`config.mk`:
```
export PLATFORM = sky130hd
export DESIGN_NAME = lerp_pipe
export DESIGN_NICKNAME = d
export VERILOG_FILES = /design/src/rtl/lerp_pkg.sv /design/src/rtl/lerp_pipe_stage.sv /design/src/rtl/lerp_pipe.sv
export SDC_FILE = /design/constraint.sdc
export NUM_CORES = 1
export LEC_CHECK = 0
export ABC_CLOCK_PERIOD_IN_PS = 5400
export BUFFER_PORTS_ARGS = -buffer_cell sky130_fd_sc_hd__buf_2
export CORE_MARGIN = 2
export CORE_UTILIZATION = 30
export DETAILED_ROUTE_END_ITERATION = 7
export GPL_TIMING_DRIVEN = 0
export PLACE_DENSITY = 0.43
export SETUP_SLACK_MARGIN = 0.15
export SLEW_MARGIN = 40
export SYNTH_ARGS = -nofsm -noshare
export SYNTH_HDL_FRONTEND = slang
export SYNTH_HIERARCHICAL = 1
export SYNTH_SLANG_ARGS = --single-unit
```
`constraint.sdc`:
```
create_clock -name clk -period 5.4 [get_ports clk]
set_input_delay 1.62 -clock clk [delete_from_list [all_inputs] [get_ports clk]]
set_output_delay 1.62 -clock clk [all_outputs]
set_load 0.02 [all_outputs]
```
`src/rtl/lerp_pkg.sv`:
```
// Shared types and width helpers for the lerp_pipe interpolator.
package lerp_pkg;

  // Encoding 3 is reserved and behaves like HOLD.
  typedef enum logic [1:0] {
    LINEAR  = 2'd0,
    NEAREST = 2'd1,
    HOLD    = 2'd2
  } mode_t;

  // Width of the signed product (b-a)*ratio. |b-a| < 2^n and ratio < 2^r,
  // so n+r magnitude bits plus a sign bit always suffice.
  function automatic int prod_width(input int input_bits, input int ratio_bits);
    return input_bits + ratio_bits + 1;
  endfunction

  function automatic int chan_width(input int channels);
    return (channels > 1) ? $clog2(channels) : 1;
  endfunction

endpackage

```
`src/rtl/lerp_pipe_stage.sv`:
```
// Enable-gated valid + payload pipeline register with asynchronous active-low clear.
module lerp_pipe_stage #(
  parameter int W = 8
) (
  input  logic         clk,
  input  logic         reset_n,
  input  logic         en,
  input  logic         valid_i,
  input  logic [W-1:0] data_i,
  output logic         valid_o,
  output logic [W-1:0] data_o
);

  logic         valid_q;
  logic [W-1:0] data_q;

  // NOTE: the payload is cleared along with the valid bit so the block's
  // outputs read as zero out of reset, not just as invalid.
  always_ff @(posedge clk or negedge reset_n) begin
    if (!reset_n) begin
      valid_q <= 1'b0;
      data_q  <= '0;
    end else if (en) begin
      valid_q <= valid_i;
      data_q  <= data_i;
    end
  end

  assign valid_o = valid_q;
  assign data_o  = data_q;

endmodule

```
`src/rtl/lerp_pipe.sv`:
```
// Three-stage tagged linear interpolator: out = a + floor((b-a)*ratio / 2^R),
// with per-sample LINEAR / NEAREST / HOLD selection and a single global stall.
module lerp_pipe
  import lerp_pkg::*;
#(
  parameter  int INPUT_BITS      = 16,
  parameter  int RATIO_FRAC_BITS = 8,
  parameter  int CHANNELS        = 8,
  localparam int CW              = chan_width(CHANNELS)
) (
  input  logic                       clk,
  input  logic                       reset_n,
  input  logic                       in_valid,
  output logic                       in_ready,
  input  logic [INPUT_BITS-1:0]      in_a,
  input  logic [INPUT_BITS-1:0]      in_b,
  input  logic [RATIO_FRAC_BITS-1:0] in_ratio,
  input  logic [CW-1:0]              in_chan,
  input  logic [1:0]                 in_mode,
  output logic                       out_valid,
  input  logic                       out_ready,
  output logic [INPUT_BITS-1:0]      out_data,
  output logic [CW-1:0]              out_chan
);

  localparam int N  = INPUT_BITS;
  localparam int R  = RATIO_FRAC_BITS;
  localparam int PW = prod_width(N, R);

  typedef struct packed {
    logic [N-1:0]        a;
    logic [N-1:0]        b;
    logic [R-1:0]        ratio;
    logic [CW-1:0]       chan;
    logic [1:0]          mode;
    logic signed [N:0]   diff;
  } s1_t;

  typedef struct packed {
    logic [N-1:0]        a;
    logic [N-1:0]        b;
    logic                near_b;
    logic [CW-1:0]       chan;
    logic [1:0]          mode;
    logic signed [PW-1:0] prod;
  } s2_t;

  typedef struct packed {
    logic [N-1:0]  data;
    logic [CW-1:0] chan;
  } s3_t;

  logic en;
  logic s1_valid, s2_valid, s3_valid;
  s1_t  s1_d, s1_q;
  s2_t  s2_d, s2_q;
  s3_t  s3_d, s3_q;

  logic signed [PW-1:0] diff_ext;
  logic signed [PW-1:0] ratio_ext;
  logic signed [PW-1:0] prod_s;
  logic [N-1:0]         lerp_term;
  logic [N-1:0]         lerp_sum;

  // Every stage moves together; a full pipe stalls only while the head is blocked.
  assign en       = out_ready || !out_valid;
  assign in_ready = en;

  // Stage 1: capture inputs and form the signed difference b - a.
  always_comb begin
    s1_d       = '0;
    s1_d.a     = in_a;
    s1_d.b     = in_b;
    s1_d.ratio = in_ratio;
    s1_d.chan  = in_chan;
    s1_d.mode  = in_mode;
    s1_d.diff  = $signed({1'b0, in_b}) - $signed({1'b0, in_a});
  end

  lerp_pipe_stage #(.W($bits(s1_t))) u_s1 (
    .clk     (clk),
    .reset_n (reset_n),
    .en      (en),
    .valid_i (in_valid),
    .data_i  (s1_d),
    .valid_o (s1_valid),
    .data_o  (s1_q)
  );

  // Stage 2: diff * ratio with ratio treated as a non-negative fraction.
  assign diff_ext  = {{(PW-N-1){s1_q.diff[N]}}, s1_q.diff};
  assign ratio_ext = {{(PW-R){1'b0}}, s1_q.ratio};

  always_comb begin
    s2_d        = '0;
    s2_d.a      = s1_q.a;
    s2_d.b      = s1_q.b;
    s2_d.near_b = s1_q.ratio[R-1];
    s2_d.chan   = s1_q.chan;
    s2_d.mode   = s1_q.mode;
    s2_d.prod   = diff_ext * ratio_ext;
  end

  lerp_pipe_stage #(.W($bits(s2_t))) u_s2 (
    .clk     (clk),
    .reset_n (reset_n),
    .en      (en),
    .valid_i (s1_valid),
    .data_i  (s2_d),
    .valid_o (s2_valid),
    .data_o  (s2_q)
  );

  // Stage 3: arithmetic shift floors toward -inf; the wrap-around add lands
  // back inside [min(a,b), max(a,b)] so no saturation is needed.
  assign prod_s    = s2_q.prod;
  assign lerp_term = N'(prod_s >>> R);
  assign lerp_sum  = s2_q.a + lerp_term;

  // NOTE: s3_d gets a full default before the case so no path leaves it
  // unassigned, which keeps this block purely combinational.
  always_comb begin
    s3_d      = '0;
    s3_d.chan = s2_q.chan;
    case (s2_q.mode)
      LINEAR:  s3_d.data = lerp_sum;
      NEAREST: s3_d.data = s2_q.near_b ? s2_q.b : s2_q.a;
      default: s3_d.data = s2_q.a;
    endcase
  end

  lerp_pipe_stage #(.W($bits(s3_t))) u_s3 (
    .clk     (clk),
    .reset_n (reset_n),
    .en      (en),
    .valid_i (s2_valid),
    .data_i  (s3_d),
    .valid_o (s3_valid),
    .data_o  (s3_q)
  );

  assign out_valid = s3_valid;
  assign out_data  = s3_q.data;
  assign out_chan  = s3_q.chan;

endmodule
```
Word level (Yosys, flattened, before mapping)
Index checks and enable logic that the tools add are counted.

Flip-flop bits (word level): 147. Input bits: 49. Output and inout port bits: 21. Word-level logic and storage cells: 15.

Add/subtract/negate cells: 2. $mul: 1. Equality and inequality tests: 1. Mux-type cells: 2. Reductions and logical operators: 3.

Operators by type and width (count): 16-bit one-hot mux with 2 select lines (1); 17-bit by 9-bit multiplier with 25-bit output (1); 16-bit by 16-bit subtractor with 17-bit output (1); 16-bit adder (1); 16-bit two-way mux (1); 2-bit by 1-bit equality test with 1-bit output (second input constant) (1); 2-bit logical NOT (1); 1-bit logical NOT (1); 1-bit logical OR (1).

Longest topological paths before layout
Gate-level depths: netlist of the first run.

Depth in word-level cells: 2. Depth in mapped cells: 20. Gate-level depth less buffers: 19.

Hierarchy
Netlist of the first run, hierarchy kept.

By module, submodules not included: lerp_pipe (instances 1, cells an instance 827, area each 6593.8 um2, sequential area each 0.0 um2); lerp_pipe_stage (u_s2) (instances 1, cells an instance 135, area each 2678.8 um2, sequential area each 1601.5 um2); lerp_pipe_stage (u_s1) (instances 1, cells an instance 133, area each 2642.5 um2, sequential area each 1576.5 um2); lerp_pipe_stage (u_s3) (instances 1, cells an instance 42, area each 823.3 um2, sequential area each 500.5 um2).

Worst setup path after synthesis of the first run
No wires, ideal clock.

Path type: flip-flop to flip-flop. Start: reg u_s1.data_q[24], in the netlist u_s1/data_o[24]. End: reg u_s2.data_q[23], in the netlist u_s2/data_o[23]. Library setup time: 125 ps. Arrival time: 4856 ps. Required time: 5275 ps. Slack: 419 ps. Cell stages (with the launch flop): 20. Buffers on the path: 2. Period minus slack after synthesis: 4981 ps. Cells stage by stage: dfrtp_1 clkbuf_1 clkbuf_1 nand2_1 fa_1 inv_1 fa_1 fa_1 inv_1 fa_1 inv_1 ha_1 a21oi_1 o21ai_0 a31oi_2 o211ai_2 a21o_1 a311oi_2 xnor2_1 mux2_4.

RTL lines: from (decl) (line lerp_pipe_stage.sv:15) `logic [W-1:0] data_q;`; from (signal assigned) (line lerp_pipe_stage.sv:25) `data_q <= data_i;`; to (signal assigned) (line lerp_pipe_stage.sv:25); to (decl) (line lerp_pipe_stage.sv:15).

==> results by group, run 1 <==
Finish
  – Layout cells sized above 1: 25.0%
  – Synth-to-Final Area Change: 14.7%
  – Final Cell Area: 0.0141 sq mm
  – Antenna diodes: 0
  – Filler instances: between 4000 and 5000
  – Fin nets: 1438

Global routing
  – Initial antenna violation count: 0
  – Grt met1 use: 22.1%
  – GRT Total Usage: approximately 15%
  – First-pass GRT wire length: 48.6 mm
  – Largest net degree at the start of global routing: 70
  – Met2 Use GR: between 20% and 30%
  – GR Util met3: 2.92%
  – Vias in the first global route: about 8400
  – GRT busiest layer: met2
  – Remaining Overflow, GRT: 0

Setup path
  – CP max stage cell: fa_1
  – Startpoint types: flop
  – Crit path max fanout: 10
  – Worst path required time: approximately 5700 ps
  – Crit. End Element: flop
  – Data arrival, critical path: about 5400 ps
  – Worst stage delay on the critical path: 540 ps
  – Critical path type: reg -> reg
  – Most numerous cell on the critical path: fa_1
  – Crit path buffers/inverters: 5
  – Cell family with most CP delay: adder cells
  – Cell Chain, Critical Path: buf_6 > clkbuf_8 > nand2_1 > fa_1 > inv_1 > fa_1 > fa_1 > inv_1 > fa_1 > inv_1 > ha_1 > a21oi_2 > o211ai_2 > a31oi_4 > o211ai_2 > a21o_1 > a311oi_2 > xnor2_1 > mux2_4

STA
  – Clock Skew: 11.8 ps
  – Slew Viols, Final: 0
  – RSZ-0062 raised after global routing: true
  – Final hold vios: 0
  – Worst slew margin: 48.7%
  – Max frequency: 197 MHz
  – Final Setup Violations: 0
  – Final Cycle Share: 93.8%
  – Final min period: 5060 ps
  – Worst-Margin Slew: 764 ps

Drt
  – Via count: 7968
  – Antenna Nets Post-Route: 0
  – Wire per inst: ~17 microns
  – Vias per cell: 4.56
  – Iteration count of the initial detailed-routing pass: 5
  – Post-route DRC violation count: 0
  – Starting DRT DRC Count: between 300 and 400
  – WL final: 30.3 mm

Run
  – Maxcap violations: 0

Clock network
  – Clock transition at path regs: 70 ps
  – Root buffer cell: clkbuf_16
  – TritonCTS clock tree: built
  – Htree depth: 4
  – Clock latency at the later pin of the worst-skew pair: 440 ps
  – Clock Path Buffers: 2
  – Clock Sinks: ~140
  – Cts bufs inserted: 17

Floorplanning
  – Core area: 0.0406 sq mm
  – Initial core utilization: 30.2%
  – Chip Height: 206 microns
  – Die extent in x: 206 microns
  – Rows: 74
  – I/O pin count: 70
  – Die area: around 0.043 sq mm

Hold path
  – Hold Crit Class: reg -> reg

Synthesis
  – Gate Count Post-Synth: 1103
  – Mean post-synth cell area: 11.1 sq um
  – Syn Nets: between 1000 and 1500
  – Mapped Area: 0.0123 sq mm
  – Ys Warns: 6

Placement
  – Detail Placement HPWL: around 24 mm
  – Placer congestion estimate: 0.853
  – DP Area: approximately 0.013 sq mm
  – Port buffer count: 69

Outcome
  – Status: finished, final reports clean
placed cells by master (no fill, tap or decap), types with 6 or more instances in the layout:
cell type and count:
xnor2_1 23, a22oi_1 6, nand3_1 8, o22ai_1 6, nor3_1 8, o21ai_1 7
clkbuf_16 17, o21a_1 12, buf_12 12, dfrtp_1 133, buf_2 69, inv_1 178
ha_1 77, mux2_2 6, nor2_1 43, xor2_1 7, mux2_4 132, a31oi_1 6
buf_4 12, buf_6 7, o21ai_0 22, and2_1 79, fa_1 107, a21o_1 16
nand2_1 75, a21oi_1 32
worst reg2reg max path: stages (launching register included):
cell      delay [ps]
dfrtp_1          370
buf_6            150
clkbuf_8         180
nand2_1           80
fa_1             540
inv_1             50
fa_1             470
fa_1             490
inv_1             50
fa_1             530
inv_1             40
ha_1             330
a21oi_2          180
o211ai_2         160
a31oi_4          270
o211ai_2         130
a21o_1           230
a311oi_2         280
xnor2_1          120
mux2_4           260
state kept, by name, indices dropped and copies added (netlist names):
register      flops
u_s3/data_o      19
u_s1/valid_o      1
u_s3/valid_o      1
u_s2/data_o      54
u_s1/data_o      62
u_s2/valid_o      1
worst paths after layout:
kind	endpoint	cells after the start	start	slack [ps]
max	u_s2/data_o[23]$_DFFE_PN0P_	19	u_s1/data_o[24]$_DFFE_PN0P_	340
min	u_s3/valid_o$_DFFE_PN0P_	1	u_s2/valid_o$_DFFE_PN0P_	510
max reg2reg	u_s2/data_o[23]$_DFFE_PN0P_	19	u_s1/data_o[24]$_DFFE_PN0P_	340
min reg2reg	u_s3/valid_o$_DFFE_PN0P_	1	u_s2/valid_o$_DFFE_PN0P_	510
max in group asynchronous	u_s2/data_o[26]$_DFFE_PN0P_	3	reset_n	3510
min in group asynchronous	u_s1/data_o[24]$_DFFE_PN0P_	1	reset_n	970
final cells by class:
class | count | area (sq um) | area share, %
flip-flops and latches | 138 | 3460 | 24.6
clock buffers | 21 | 470 | 3.35
well taps | 532 | 666 | 4.73
clock inverters | 11 | 86.3 | 0.614
plain buffers | 31 | 395 | 2.81
repair buffers | 79 | 470 | 3.35
inverters | 179 | 672 | 4.78
multi-input cells | 755 | 7840 | 55.8
layer usage:
layer	vias up	part of all wire, %	routed length [microns]
met2	81	45	13700
li1	3820	-	-
met5	-	0	0
met3	14	2.6	799
met1	4053	51	15500
met4	0	0.81	244
stage by stage:
step	worst slack [ps]	hold slack (ps)	utilization [%]	cells	TNS, ps
2_1_floorplan	419	475	-	1103	0
3_3_place_gp	-365	488	32.7	1704	-1760
3_5_place_dp	-383	490	32.9	1706	-1890
4_1_cts	139	511	34.3	1738	0
5_1_grt	106	523	34.7	1746	0
6_report	337	506	34.7	1746	0
what timing repair did:
action	CTS	global route
pin swaps	2	9
hold buffers	0	0
gates resized for setup	18	36
gates cloned	0	0
setup buffers	0	8
endpoints found under the setup margin	12	7
Power of run 1 is left out: the tool's default activity adds up to more than one toggle a clock period on the data nets, which glitch-free logic cannot reach.
==> run 2: changes to the inputs <==
- CTS_BUF_LIST: default -> sky130_fd_sc_hd__clkbuf_8 sky130_fd_sc_hd__clkbuf_16
==> run 2 against run 1 <==
  * Sequential cell count is the same
  * Global-route usage is the same
  * Worst setup slack is the same
  * Count of clock-buffer cells in the layout shrank 1
  * Maximum frequency is the same
  * Sequential share of layout area is the same
  * Clock skew is essentially flat
  * Wire length is essentially flat
  * Die area is the same
  * Critical path type unchanged
  * Critical path depth is the same
  * Core utilization is the same
  * Design area is the same
==> results by group, run 2 (synthesis results as in run 1) <==
Outcome
  – Status: finished, final reports clean

Clock network
  – Clock latency at the later pin of the worst-skew pair: 440 ps
  – Clock transition at path regs: 70 ps
  – Clock Path Buffers: 2
  – TritonCTS clock tree: built
  – Clock Sinks: 138
  – # hold bufs at CTS: 0
  – Cts bufs inserted: 17
  – Htree depth: 4
  – Root buffer cell: clkbuf_16

Floorplanning
  – Chip Height: 206 microns
  – Initial core utilization: 30.2%
  – Die area: between 0.04 and 0.05 sq mm
  – Die extent in x: 206 microns
  – Rows: 74
  – I/O pin count: 70
  – Core area: 0.0406 sq mm

Setup path
  – Worst Reg-to-Reg Cells: 19
  – Critical path type: reg -> reg
  – Most numerous cell on the critical path: fa_1
  – Startpoint types: flop
  – Cell Chain, Critical Path: buf_6 > clkbuf_8 > nand2_1 > fa_1 > inv_1 > fa_1 > fa_1 > inv_1 > fa_1 > inv_1 > ha_1 > a21oi_2 > o211ai_2 > a31oi_4 > o211ai_2 > a21o_1 > a311oi_2 > xnor2_1 > mux2_4
  – Data arrival, critical path: 5380 ps
  – Worst stage delay on the critical path: between 500 and 600 ps
  – Crit. End Element: flop
  – CP max stage cell: fa_1
  – Crit path max fanout: 10
  – Worst path required time: ~5700 ps

STA
  – Worst slew margin: 48.7%
  – Worst-Margin Slew: between 700 and 800 ps
  – Clock Skew: 11.8 ps
  – Hold WS: ~510 ps
  – Final min period: 5060 ps
  – Final Cycle Share: 93.8%
  – Setup ws final: ~340 ps
  – Final Setup Violations: 0
  – RSZ-0062 raised after global routing: true
  – Max frequency: 197 MHz
  – Slew Viols, Final: 0
  – Final hold vios: 0

Drt
  – Antenna Nets Post-Route: 0
  – Vias per cell: 4.56
  – Starting DRT DRC Count: 306
  – Iteration count of the initial detailed-routing pass: 5
  – Wire per inst: 17.3 microns
  – Post-route DRC violation count: 0
  – Via count: around 8000
  – WL final: around 30 mm

Placement
  – Dpl cells: around 1700
  – Port buffer count: 69
  – Setup WS pre-CTS: -383 ps
  – Placer congestion estimate: 0.853
  – Detail Placement HPWL: roughly 24 mm

Finish
  – Max reg flops: 62
  – Layout cells sized above 1: 25.0%
  – Synth-to-Final Area Change: 14.7%
  – Most frequent cells in the layout: inv_1, dfrtp_1, mux2_4
  – Fin nets: between 1000 and 1500
  – Non-Filler Instances: ~1700
  – Final design utilization: 34.7%
  – Antenna diodes: 0
  – Most common cell after layout, fill and taps aside: inv_1

Global routing
  – GRT Total Usage: 15.3%
  – Vias in the first global route: 8407
  – First-pass GRT wire length: 48.6 mm
  – Largest net degree at the start of global routing: 70
  – Remaining Overflow, GRT: 0
  – Initial antenna violation count: 0

Run
  – Maxcap violations: 0

Hold path
  – Hold depth: 1
  – Hold Crit Class: reg -> reg
## run 2: layout make-up
class / count / area, sq um
Buffer: 31 / 395
Clock buffer: 20 / 467
Clock inverter: 12 / 90.1
Fill cell: 4109 / 26500
Inverter: 179 / 672
Multi-Input combinational cell: 755 / 7840
Sequential cell: 138 / 3460
Tap cell: 532 / 666
Timing Repair Buffer: 79 / 470
## run 2: path summary, 6_finish.rpt
path                                             start                           to  slack (ps)
min                           u_s2/valid_o$_DFFE_PN0P_     u_s3/valid_o$_DFFE_PN0P_         510
max reg2reg                u_s1/data_o[24]$_DFFE_PN0P_  u_s2/data_o[23]$_DFFE_PN0P_         340
min reg2reg                   u_s2/valid_o$_DFFE_PN0P_     u_s3/valid_o$_DFFE_PN0P_         510
max                        u_s1/data_o[24]$_DFFE_PN0P_  u_s2/data_o[23]$_DFFE_PN0P_         340
min in group asynchronous                      reset_n  u_s1/data_o[24]$_DFFE_PN0P_         970
max in group asynchronous                      reset_n  u_s2/data_o[26]$_DFFE_PN0P_        3510
## run 2: metrics by stage
stage | cell area, sq um | setup TNS, ps
global placement | 13300 | -1760
finish | 14100 | 0
floorplan | 12300 | 0
detailed placement | 13300 | -1890
CTS | 13900 | 0
global route | 14100 | 0
## run 2: critical path: cells and delay by family, from the launching register on
kind                       cells  cell delay, ps
AOI/OAI and AO/OA              6            1250
xor gates and xnor gates       1             120
adders and majority gates      5            2360
buffers and inverters          5             470
DFF                            1             370
muxes                          1             260
and+or+nand+nor                1              80
## run 2: routing by layer
metal / share of wire, % / track usage (%) / wire length (microns)
met5: 0 / 0 / 0
met4: 0.81 / 2.83 / 244
met3: 2.6 / 2.92 / 799
met2: 45 / 23.8 / 13700
met1: 51 / 22.1 / 15500
## run 2: repair_timing
| item | 4_1_cts | 5_1_grt |
|---|---|---|
| endpoints found under the setup margin | 12 | 7 |
| pin swaps | 2 | 9 |
| setup buffers | 0 | 8 |
| gates resized for setup | 18 | 36 |
Power of run 2 is left out for the same reason.
==> run 3: changes to the inputs <==
- PLACE_DENSITY: 0.43 -> 0.51
- SKIP_LAST_GASP: default -> 1
==> run 3 against run 2 <==
  * First-iteration DRC count increased by 47%
  * Count of clock-buffer cells in the layout decreased by 3
  * Register-to-register slack about the same
  * Worst setup slack improved by 1.3 ps
  * Critical path depth unchanged
  * Critical path type unchanged
  * Critical endpoint is now u_s2/data_o[22]$_DFFE_PN0P_
  * Largest cell class unchanged
  * Highest routed layer unchanged
==> results by group, run 3 (synthesis results as in run 1) <==
STA
  – Final hold vios: 0
  – Slew Viols, Final: 0
  – Final Cycle Share: between 90% and 100%
  – Worst-Margin Slew: 763 ps
  – Final Setup Violations: 0
  – Clock Skew: ~19 ps
  – Setup ws final: ~340 ps
  – Max frequency: 198 MHz
  – Worst slew margin: between 40 and 50%
  – Setup TNS Final: 0 ps
  – Final min period: between 5000 and 6000 ps
  – RSZ-0062 raised after global routing: true

Outcome
  – Status: finished, final reports clean

Setup path
  – Data arrival, critical path: 5380 ps
  – CP max stage cell: fa_1
  – Reg-to-Reg End: u_s2/data_o[22]$_DFFE_PN0P_
  – Crit path max fanout: 10
  – Startpoint types: flop
  – Worst Reg-to-Reg Cells: 19
  – R2R setup slack: 340 ps
  – Crit. End Element: flop
  – Reg2reg start: u_s1/data_o[26]$_DFFE_PN0P_
  – Crit path from: u_s1/data_o[26]$_DFFE_PN0P_
  – Critical path type: reg -> reg
  – Worst path required time: 5720 ps
  – Worst stage delay on the critical path: 520 ps
  – Most numerous cell on the critical path: fa_1
  – Cell Chain, Critical Path: clkbuf_4 > nand2_1 > fa_1 > fa_1 > inv_1 > fa_1 > inv_1 > fa_1 > inv_1 > ha_1 > o21ai_1 > or2_4 > a2111oi_4 > buf_4 > o31ai_4 > o21ai_1 > a21oi_1 > xnor2_1 > mux2_4

Placement
  – Detail Placement HPWL: 22.9 mm
  – Placer congestion estimate: 0.889
  – Port buffer count: slightly below 70
  – Setup WS pre-CTS: -371 ps

Drt
  – Iteration count of the initial detailed-routing pass: 6
  – Via count: 8034
  – Post-route DRC violation count: 0
  – Antenna Nets Post-Route: 0
  – Vias per cell: 4.61
  – Starting DRT DRC Count: 451
  – Wire per inst: 16.4 microns
  – WL final: 28.6 mm

Floorplanning
  – Die area: 0.0425 sq mm
  – Chip Height: 206 microns
  – Initial core utilization: a little under a third
  – Core area: slightly above 0.04 sq mm
  – Rows: 74
  – Die extent in x: ~210 microns
  – I/O pin count: 70

Clock network
  – Htree depth: 4
  – Clock Path Buffers: 2
  – Cts bufs inserted: 17
  – Clock Sinks: 138
  – Root buffer cell: clkbuf_16
  – Clock transition at path regs: 70 ps
  – Clock latency at the later pin of the worst-skew pair: 440 ps
  – TritonCTS clock tree: built

Finish
  – Filler instances: 4138
  – Register area: 0.00346 sq mm
  – Fin nets: 1435
  – Synth-to-Final Area Change: 14.9%
  – Max reg flops: 62
  – Layout cells sized above 1: 24.9%
  – Antenna diodes: 0
  – Most common cell after layout, fill and taps aside: inv_1
  – Most frequent cells in the layout: inv_1, dfrtp_1, mux2_4
  – Final design utilization: between 30% and 40%
  – Multi-input gate area: 0.00784 sq mm

Hold path
  – HP Start: u_s3/data_o[3]$_DFFE_PN0P_
  – Hold depth: 1
  – Hold EP: u_s3/data_o[3]$_DFFE_PN0P_
  – Hold Crit Class: reg -> reg

Global routing
  – First-pass GRT wire length: approximately 46 mm
  – Remaining Overflow, GRT: 0
  – GRT Total Usage: 14.2%
  – Vias in the first global route: 8248
  – Initial antenna violation count: 0
  – Largest net degree at the start of global routing: 49

Run
  – Maxcap violations: 0
-- run 3: cell count changes in the layout (fill, tap and decap cells not counted), sizes merged --
cell and delta:
buf -6, bufinv +2, clkinv -2, inv +3
-- run 3: repair_timing --
action,4_1_cts,5_1_grt
resized for setup,17,37
endpoints found under the setup margin,11,10
endpoints found under the hold margin,0,0
hold buffers,0,0
setup buffers,0,5
gates cloned,0,0
pin swaps,2,8
-- run 3: worst max-delay path by stage --
| stage | slack, ps | to | depth (start not counted) |
|---|---|---|---|
| 2_1_floorplan | 420 | u_s2/data_o[23]$_DFFE_PN0P_ | 19 |
| 6_report | 340 | u_s2/data_o[22]$_DFFE_PN0P_ | 19 |
| 5_1_grt | 150 | u_s2/data_o[23]$_DFFE_PN0P_ | 20 |
| 3_5_place_dp | -370 | u_s2/data_o[23]$_DFFE_PN0P_ | 19 |
| 4_1_cts | 150 | u_s2/data_o[23]$_DFFE_PN0P_ | 19 |
| 3_3_place_gp | -320 | u_s2/data_o[23]$_DFFE_PN0P_ | 19 |
-- run 3: layer usage --
metal  wire (microns)  global-route usage (%)  up-vias
met5                0                       0        -
met4              178                    2.42        0
met3              955                    2.27       11
met2            12900                    22.4      147
met1            14600                    20.8     4057
li1                 -                       -     3819
-- run 3: metrics by stage --
stage | instance area (sq um) | cells | hold WS [ps]
2_1_floorplan | 12300 | 1103 | 475
3_3_place_gp | 13300 | 1704 | 484
3_5_place_dp | 13300 | 1706 | 491
4_1_cts | 14000 | 1738 | 510
5_1_grt | 14100 | 1743 | 522
6_report | 14100 | 1743 | 508
-- run 3: worst max-delay path: cells and delay by family (launching register included) --
family                     cells  cell delay [ps]
xor gates and xnor gates       1              130
muxes                          1              250
AOI/OAI and AO/OA              5              770
buffers and inverters          5              600
adders and majority gates      5             2350
and+or+nand+nor                2              370
DFF                            1              450
-- run 3: area by class of cell --
type                            instances  share of cell area [%]
Timing Repair Buffer                   76                    3.18
Clock buffer                           17                    3.02
Multi-Input combinational cell        755                    55.6
Inverter                              179                    4.77
Sequential cell                       138                    24.6
Buffer                                 31                    2.84
Tap cell                              532                    4.73
Clock inverter                         15                    1.25
Power of run 3 is left out for the same reason.
